**config.mk**
```make
export PLATFORM = sky130hd
export DESIGN_NAME = keypad_hex_entry
export DESIGN_NICKNAME = d
export VERILOG_FILES = /design/src/rtl/keypad_hex_entry_pkg.sv /design/src/rtl/keypad_debounce.sv /design/src/rtl/keypad_hex_entry.sv
export SDC_FILE = /design/constraint.sdc
export NUM_CORES = 1
export LEC_CHECK = 0
export ABC_AREA = 1
export ABC_CLOCK_PERIOD_IN_PS = 2000
export CAP_MARGIN = 20
export CORE_AREA = 2 2 60 76
export CTS_CLUSTER_SIZE = 40
export DETAILED_ROUTE_END_ITERATION = 10
export DIE_AREA = 0 0 62 78
export PLACE_DENSITY = 0.77
export SETUP_SLACK_MARGIN = 0.4
export SLEW_MARGIN = 30
export SYNTH_ARGS = -nofsm -noshare
export SYNTH_HDL_FRONTEND = slang
export SYNTH_SLANG_ARGS = --single-unit
```
**constraint.sdc**
```tcl
create_clock -name Clock -period 2 [get_ports Clock]
set_input_delay 0.4 -clock Clock [delete_from_list [all_inputs] [get_ports Clock]]
set_output_delay 0.4 -clock Clock [all_outputs]
set_load 0.005 [all_outputs]
```
**src/rtl/keypad_hex_entry_pkg.sv**
```systemverilog
// Shared definitions for the 4x4 hex keypad entry block: FSM encoding,
// debounce defaults and the row-priority helper.
package keypad_hex_entry_pkg;

  typedef enum logic [1:0] {
    SCAN       = 2'd0,
    PRESS_DB   = 2'd1,
    HELD       = 2'd2,
    RELEASE_DB = 2'd3
  } kp_state_e;

  localparam int unsigned DEBOUNCE_TICKS_DEF = 4;
  localparam int unsigned CNT_W              = 4;

  // Lowest-index active-low row wins when several rows are pulled low.
  function automatic logic [1:0] low_row(input logic [3:0] rows);
    if (!rows[0]) return 2'd0;
    else if (!rows[1]) return 2'd1;
    else if (!rows[2]) return 2'd2;
    return 2'd3;
  endfunction

endpackage

```
**src/rtl/keypad_debounce.sv**
```systemverilog
// Row synchronizer and stable-sample counter; the FSM decides when the
// counter clears or advances.
module keypad_debounce #(
  parameter int unsigned CNT_W = 4
) (
  input  logic             clk_i,
  input  logic             rst_ni,
  input  logic [3:0]       rows_i,
  input  logic             clr_i,
  input  logic             inc_i,
  output logic [3:0]       rows_o,
  output logic [CNT_W-1:0] cnt_o
);

  logic [3:0]       meta_q, sync_q;
  logic [CNT_W-1:0] cnt_q, cnt_d;

  always_comb begin
    cnt_d = cnt_q;
    if (clr_i)      cnt_d = '0;
    else if (inc_i) cnt_d = cnt_q + CNT_W'(1);
  end

  // Rows idle high (pulled up), so the synchronizer resets to all-ones.
  always_ff @(posedge clk_i or negedge rst_ni) begin
    if (!rst_ni) begin
      meta_q <= 4'hF;
      sync_q <= 4'hF;
      cnt_q  <= '0;
    end else begin
      meta_q <= rows_i;
      sync_q <= meta_q;
      cnt_q  <= cnt_d;
    end
  end

  assign rows_o = sync_q;
  assign cnt_o  = cnt_q;

endmodule

```
**src/rtl/keypad_hex_entry.sv**
```systemverilog
// 4x4 keypad scanner with press/release debounce, a one-deep key handshake
// and a six-digit hex shift register for the display.
module keypad_hex_entry
  import keypad_hex_entry_pkg::*;
#(
  parameter int unsigned DEBOUNCE_TICKS = DEBOUNCE_TICKS_DEF
) (
  input  logic        Clock,
  input  logic        Reset,
  input  logic        Tick,
  input  logic [3:0]  Rows,
  output logic [3:0]  Cols,
  output logic        KeyValid,
  output logic [3:0]  KeyCode,
  input  logic        KeyReady,
  output logic [23:0] Data,
  output logic        Dropped
);

  localparam logic [CNT_W-1:0] LAST = CNT_W'(DEBOUNCE_TICKS - 1);

  kp_state_e        state_q, state_d;
  logic [1:0]       col_q, col_d, row_q, row_d;
  logic [3:0]       rows_s;
  logic [CNT_W-1:0] cnt;
  logic             clr, inc, accept, row_hi;
  logic             kv_q, kv_d, drop_q, drop_d;
  logic [3:0]       code_q, code_d;
  logic [23:0]      data_q, data_d;

  keypad_debounce #(.CNT_W(CNT_W)) u_db (
    .clk_i  (Clock),
    .rst_ni (Reset),
    .rows_i (Rows),
    .clr_i  (clr),
    .inc_i  (inc),
    .rows_o (rows_s),
    .cnt_o  (cnt)
  );

  assign row_hi = rows_s[row_q];

  always_comb begin
    state_d = state_q;
    col_d   = col_q;
    row_d   = row_q;
    clr     = 1'b0;
    inc     = 1'b0;
    accept  = 1'b0;
    if (Tick) begin
      unique case (state_q)
        SCAN: begin
          if (rows_s == 4'hF) col_d = col_q + 2'd1;
          else begin
            row_d   = low_row(rows_s);
            clr     = 1'b1;
            state_d = PRESS_DB;
          end
        end
        PRESS_DB: begin
          if (row_hi) state_d = SCAN;
          else begin
            inc = 1'b1;
            if (cnt == LAST) begin
              state_d = HELD;
              accept  = 1'b1;
            end
          end
        end
        HELD: begin
          if (row_hi) begin
            clr     = 1'b1;
            state_d = RELEASE_DB;
          end
        end
        RELEASE_DB: begin
          if (!row_hi) state_d = HELD;
          else begin
            inc = 1'b1;
            if (cnt == LAST) begin
              state_d = SCAN;
              col_d   = col_q + 2'd1;
            end
          end
        end
      endcase
    end
  end

  // A new key while the previous one is still unconsumed is discarded.
  always_comb begin
    kv_d   = kv_q;
    code_d = code_q;
    data_d = data_q;
    drop_d = 1'b0;
    if (kv_q && KeyReady) kv_d = 1'b0;
    if (accept) begin
      if (kv_q && !KeyReady) drop_d = 1'b1;
      else begin
        kv_d   = 1'b1;
        code_d = {row_q, col_q};
        data_d = {data_q[19:0], row_q, col_q};
      end
    end
  end

  always_ff @(posedge Clock or negedge Reset) begin
    if (!Reset) begin
      state_q <= SCAN;
      col_q   <= 2'd0;
      row_q   <= 2'd0;
      kv_q    <= 1'b0;
      code_q  <= 4'h0;
      data_q  <= 24'h000000;
      drop_q  <= 1'b0;
    end else begin
      state_q <= state_d;
      col_q   <= col_d;
      row_q   <= row_d;
      kv_q    <= kv_d;
      code_q  <= code_d;
      data_q  <= data_d;
      drop_q  <= drop_d;
    end
  end

  assign Cols     = ~(4'b0001 << col_q);
  assign KeyValid = kv_q;
  assign KeyCode  = code_q;
  assign Data     = data_q;
  assign Dropped  = drop_q;

endmodule

```
==> summary.txt, run 1 <==
Status
  – Status: finished, final reports clean

STA
  – Setup WS post-layout: 0.379 ns
  – FMAX: 0.617 GHz
  – Final setup fails: 0
  – Worst slew margin: 0.616
  – Final Slew Violations: 0
  – Min Tclk post-route: roughly 1.6 ns
  – Sum Neg Setup Slack: 0 ns
  – Worst slew pin tran: 0.575 ns
  – RSZ-0062 raised after global routing: true
  – Final hold vios: 0
  – Final period utilization: 0.810
  – Clk_skew: 0.00852 ns

Worst setup path
  – CP startpoint kind: flop
  – WP data required: 1.60 ns
  – Crit Path Max Fanout: 3
  – Worst Setup End Kind: output port
  – Worst Path Arrival: about 1.2 ns
  – Crit Path Category: reg2out

Power
  – Lkg Pwr: 1.77 nW
  – Pwr/cell area: just under 1000 nW/um^2
  – Maximum VDD drop: 0.694 mV

CTS
  – Htree depth: 2
  – # clock sinks: 44
  – Worst skew pair latency: about 0.30 ns
  – CTS tree: yes
  – CTS buffer count: 5
  – CTS root buf: clkbuf_8
  – Buffer depth of the longest clock path: 2
  – Clock-pin slew on the worst setup and hold paths: approximately 0.08 ns

Floorplan
  – # rows: 26
  – Die area: 4840 um^2
  – Initial cell density of the core: 0.492
  – IO Count: 42
  – DIE HEIGHT: 78 um
  – Placeable Area: just over 4000 um^2
  – Die X: 62 um

Yosys
  – Avg Cell Area, Syn: around 9 um^2
  – Synth warnings: 0
  – Synth cell types: 22
  – Cell taking the most area after synthesis: dfrtp_1
  – Post-synth top area share: 0.450
  – Mapped Area: 2000 um^2
  – Largest cells by area after synthesis: dfrtp_1 (45%), nand2_1 (16%), dfstp_2 (11%), o21ai_0 (6.8%), nand3_1 (3.3%)
  – Post-synthesis cell count: 224
  – Yosys reg bits: between 40 and 50
  – Sequential area share after synthesis: 0.555
  – Post-synthesis net count: 237

Job
  – Maxcap violations: 0

Route
  – Vias after detailed routing: 1726
  – Antenna viol nets, final: 0
  – WL met1: 1.76 mm
  – Wirelength per Cell: 12.8 um
  – # DRC: 0
  – WL met3: 183 um
  – Final wirelength: 4.52 mm
  – Initial DRC Count: between 100 and 150
  – Highest routed layer: met4
  – First-pass iteration count of the detailed router: 4
  – Vias per cell: just under 5
  – Routed wl met2: 2.46 mm

Placement
  – Setup WS pre-CTS: 0.0894 ns
  – I/O Buffers: 41
  – Placed insts: 314
  – Post-DP HPWL: approximately 2.5 mm
  – Global placement routability congestion: 0.759

Global routing
  – Largest net degree at the start of global routing: 45
  – Initial antenna violation count: 0
  – First-pass GRT wire length: 6.73 mm
  – Vias in the first global route: approximately 1600
  – Global route overflow: 0
  – GR Util All Layers: 0.183

Finish
  – Fillers: 297
  – Final nets: 308
  – Area grow syn2layout: 46.9%
  – Antenna diodes: 0
  – Layout cells sized above 1: 0.250
  – Post-route insts no fill: around 350

Worst hold path
  – Min-Delay Path Class: in2async
[flip-flops by register name, summed over array words and instances, names as in the netlist, 2 cells and up]
signal,flops
Data,21
u_db.cnt_o,4
u_db.meta_q,4
u_db.rows_o,4
KeyCode,3
col_q,2
row_q,2
state_q,2
[final timing paths]
path	from	to	slack, ns	depth (start not counted)
worst max-delay path	col_q[1]	Cols[2]	0.38	5
worst min-delay path	Reset	Data[14]	0.18	2
worst max register to register	u_db.cnt_o[0]	KeyCode[1]	0.40	7
worst min register to register	u_db.meta_q[1]	u_db.rows_o[1]	0.36	0
max in group asynchronous	Reset	u_db.rows_o[3]	1.45	2
min in group Clock	u_db.meta_q[1]	u_db.rows_o[1]	0.36	0
[metrics by stage]
| stage | power [mW] | hold slack, ns | instance area, um^2 | utilization |
|---|---|---|---|---|
| after detailed placement | 2.07 | 0.347 | 2450 | 0.602 |
| after floorplan | 1.75 | 0.104 | 2000 | - |
| after CTS | 2.71 | 0.184 | 2620 | 0.643 |
| after global routing | 3.10 | 0.210 | 2940 | 0.723 |
| final | 2.88 | 0.176 | 2940 | 0.723 |
| after global placement | 2.04 | 0.345 | 2450 | 0.602 |
[power breakdown]
| group | internal (mW) | total [mW] | switching, mW |
|---|---|---|---|
| logic | 0.583 | 1.19 | 0.602 |
| clock network | 0.242 | 0.529 | 0.287 |
| registers | 1.03 | 1.17 | 0.135 |
[cells by family (layout without fill, tap and decap cells)]
| logic type | Yosys count | after routing | synth area share |
|---|---|---|---|
| fa+ha+maj | 5 | 5 | 0.0313 |
| compound gates | 32 | 32 | 0.0800 |
| simple gates | 115 | 116 | 0.256 |
| xor+xnor | 2 | 2 | 0.00876 |
| buf+inv | 26 | 97 | 0.0682 |
| flops | 44 | 44 | 0.555 |
[cell type report]
class / count / area, um^2 / share of cell area
clock buffer: 6 / 72.6 / 0.0247
clock inverter: 2 / 11.3 / 0.00383
inverter: 16 / 70.1 / 0.0238
multi-input combinational: 155 / 832 / 0.283
sequential: 44 / 1110 / 0.378
tap: 56 / 70.1 / 0.0238
timing repair buffer: 73 / 772 / 0.263
[worst max-delay path, stage by stage (launching register included)]
cell and delay, ns:
dfrtp_1 0.41, buf_6 0.14, buf_6 0.11, ha_4 0.14, inv_2 0.04, buf_6 0.08
[cell usage in the layout (no fill, tap or decap), types with 8 or more instances in the layout]
master           count
dlymetal6s2s_1      18
buf_4               20
dfrtp_1             36
nor2_1               9
buf_6                8
nand3_1             13
clkdlybuf4s50_1     15
nand2_1             81
o21ai_1             15
o21ai_0             15
dfstp_2              8
inv_1               10
[synth_stat cells]
| cell type | count |
|---|---|
| a21oi_1 | 2 |
| and2_1 | 1 |
| buf_4 | 4 |
| buf_6 | 3 |
| clkbuf_1 | 2 |
| clkbuf_2 | 1 |
| dfrtp_1 | 36 |
| dfstp_2 | 8 |
| ha_1 | 5 |
| inv_1 | 16 |
| nand2_1 | 83 |
| nand2_4 | 1 |
| nand3_1 | 13 |
| nand3_2 | 1 |
| nand3_4 | 2 |
| nor2_1 | 11 |
| nor2_2 | 2 |
| nor2_8 | 1 |
| o21ai_0 | 27 |
| o21ai_1 | 3 |
| xnor2_1 | 1 |
| xor2_1 | 1 |
[timing repair]
item	in CTS	in global routing
gates cloned	0	4
endpoints found under the setup margin	14	56
endpoints found under the hold margin	0	0
hold buffers	0	0
pin swaps	1	3
buffers inserted	10	16
resized for setup	23	56
[per-layer routing]
layer / global-route usage / vias up
met5: 0 / -
met4: 0.0745 / 0
met3: 0.0450 / 10
met2: 0.306 / 39
met1: 0.215 / 831
li1: - / 846
Power figures use the tool's default switching activity.
==> inputs of run 2 (changes only) <==
ABC_CLOCK_PERIOD_IN_PS = 1300   (was 2000)
CORE_AREA = 2 2 63 80   (was 2 2 60 76)
DIE_AREA = 0 0 65 82   (was 0 0 62 78)
PLACE_DENSITY = 0.73   (was 0.77)
clock period = 1.3 ns   (was 2 ns; I/O delays follow)
==> run 2 against run 1 <==
Via count is 12% higher; largest cell class unchanged; non-clock buffer count is 46 higher; combinational power is 140% higher; final cell count is 14% higher; count of clock-buffer cells in the layout stayed put; flip-flop and latch count stayed put; the run now ends with negative setup slack left; global-route usage is 0.13 points higher; register-to-register slack worse by 0.54 ns; sequential share of layout area is 4.4 points lower; critical endpoint is now Data[12]; clock skew hardly changed; die area is 10% higher.
==> summary.txt, run 2 (synthesis results as in run 1) <==
STA
  – Final period utilization: 1.11
  – FMAX: 0.694 GHz
  – RSZ-0062 raised after global routing: true
  – Setup WS post-layout: -0.141 ns
  – Clk_skew: ~0.0086 ns
  – Final hold vios: 0
  – Worst slew margin: 0.781
  – Final Slew Violations: 0
  – Final setup fails: 40
  – Min Tclk post-route: 1.44 ns
  – Worst slew pin tran: 0.329 ns

Power
  – Clock Power Share: 0.150
  – Lkg Pwr: 1.79 nW
  – Pwr/cell area: between 1500 and 2000 nW/um^2
  – Power share of the combinational group: 0.519
  – Maximum VDD drop: 1.17 mV
  – Switching Share: 0.369
  – Sequential share of power: 0.330
  – NetSw: 2.01 mW
  – Final total power: 5.45 mW
  – Pint: 3.44 mW

Worst setup path
  – CP cell instances: ha_2 -> nand2_4 -> nor2_4 -> nand3_4 -> clkbuf_16 -> o21ai_1 -> nand2_1
  – Family with the most delay on the worst path: simple AND/OR/NAND/NOR gates
  – Worst reg-to-reg setup slack: -0.14 ns
  – Crit Path Max Fanout: 13
  – Crit path buffers/inverters: 1
  – Crit Path Category: reg2reg
  – Crit-path max cell delay: 0.37 ns
  – WP data required: 1.49 ns
  – Worst Path Arrival: 1.63 ns
  – CP startpoint kind: flop
  – R2R Path Start: u_db.cnt_o[1]
  – Slowest CP cell: dfrtp_1
  – Worst Setup End Kind: flop
  – Critical Path Source: u_db.cnt_o[1]

Global routing
  – Initial antenna violation count: 0
  – First-pass GRT wire length: 7.64 mm
  – Largest net degree at the start of global routing: 27
  – Global route overflow: 0
  – Vias in the first global route: 1784
  – GR Util All Layers: 0.184

Placement
  – Global placement routability congestion: 0.759
  – Post-DP HPWL: ~3.0 mm
  – I/O Buffers: 41
  – Setup WS pre-CTS: -0.366 ns
  – Placed inst area: 2700 um^2

CTS
  – Clock-pin slew on the worst setup and hold paths: 0.08 ns
  – Worst skew pair latency: ~0.29 ns
  – CTS root buf: clkbuf_8
  – CTS tree: yes
  – # clock sinks: 44
  – CTS buffer count: 5
  – Htree depth: 2
  – Buffer depth of the longest clock path: 2

Route
  – Initial DRC Count: 136
  – Antenna viol nets, final: 0
  – Wirelength per Cell: around 13 um
  – Final wirelength: approximately 5.3 mm
  – Vias after detailed routing: 1937
  – Vias per cell: 4.83
  – # DRC: 0
  – First-pass iteration count of the detailed router: 4

Floorplan
  – IO Count: 42
  – DIE HEIGHT: 82 um
  – Placeable Area: 4590 um^2
  – Die area: 5330 um^2
  – # rows: 28
  – Initial cell density of the core: 0.436
  – Die X: 65 um

Status
  – Violated checks: negative setup slack
  – Status: complete, but fails checks

Finish
  – Layout cells sized above 1: 0.563
  – Reg area: 1110 um^2
  – Design Area, Final: 3340 um^2
  – Max reg flops: 21
  – Area grow syn2layout: 67.0%
  – Most frequent cells in the layout: nand2_1 (65), buf_4 (58), dfrtp_1 (33)
  – Area of the multi-input gates: 1010 um^2
  – Antenna diodes: 0
  – Final nets: 353
  – Finished Core Util: 0.728
  – Commonest non-fill, non-tap cell in the layout: nand2_1
  – Fillers: 334

Job
  – Maxcap violations: 0

Worst hold path
  – Min-Delay Path Class: reg2reg
  – Min-delay src: u_db.meta_q[3]
==> run 2: timing repair <==
item	CTS	global route
hold endpoints to repair	36	0
cloned	0	2
setup endpoints to repair	70	70
buffers inserted	32	16
pin swaps	8	17
hold buffers	1	0
resized for setup	172	46
==> run 2: per-stage QoR <==
stage                     hold WS (ns)  TNS [ns]  cells
after floorplan                -0.0356    -0.881    224
after global placement           0.239     -9.68    342
after detailed placement         0.243    -10.67    342
after CTS                        0.358     -2.72    383
after global routing             0.356     -6.99    401
final                            0.357     -3.84    401
==> run 2: per-layer routing <==
| metal | share of wire | global-route usage | vias up |
|---|---|---|---|
| li1 | - | - | 941 |
| met4 | 0.026 | 0.0723 | 0 |
| met3 | 0.038 | 0.0315 | 12 |
| met1 | 0.39 | 0.203 | 923 |
| met5 | 0 | 0 | - |
| met2 | 0.54 | 0.351 | 61 |
==> run 2: cell type report <==
cell class / count / share of cell area
Multi-Input combinational cell: 154 / 0.301
Clock buffer: 6 / 0.0217
Timing Repair Buffer: 119 / 0.298
Sequential cell: 44 / 0.334
Clock inverter: 2 / 0.00337
Tap cell: 60 / 0.0225
Inverter: 16 / 0.0202
==> run 2: power by group through the flow <==
stage,Clock (mW),Combinational [mW],Sequential (mW)
after CTS,0.851,2.30,1.77
after global routing,0.906,3.10,1.83
after floorplan,0,0.987,1.82
final,0.819,2.83,1.80
after global placement,0,1.76,1.81
after detailed placement,0,1.82,1.82
==> run 2: path summary, 6_finish.rpt <==
check,cells after the start,to
worst max-delay path,7,Data[12]
worst min-delay path,0,u_db.rows_o[3]
worst max register to register,7,Data[12]
worst min register to register,0,u_db.rows_o[3]
max in group asynchronous,3,col_q[1]
min in group asynchronous,3,Data[19]
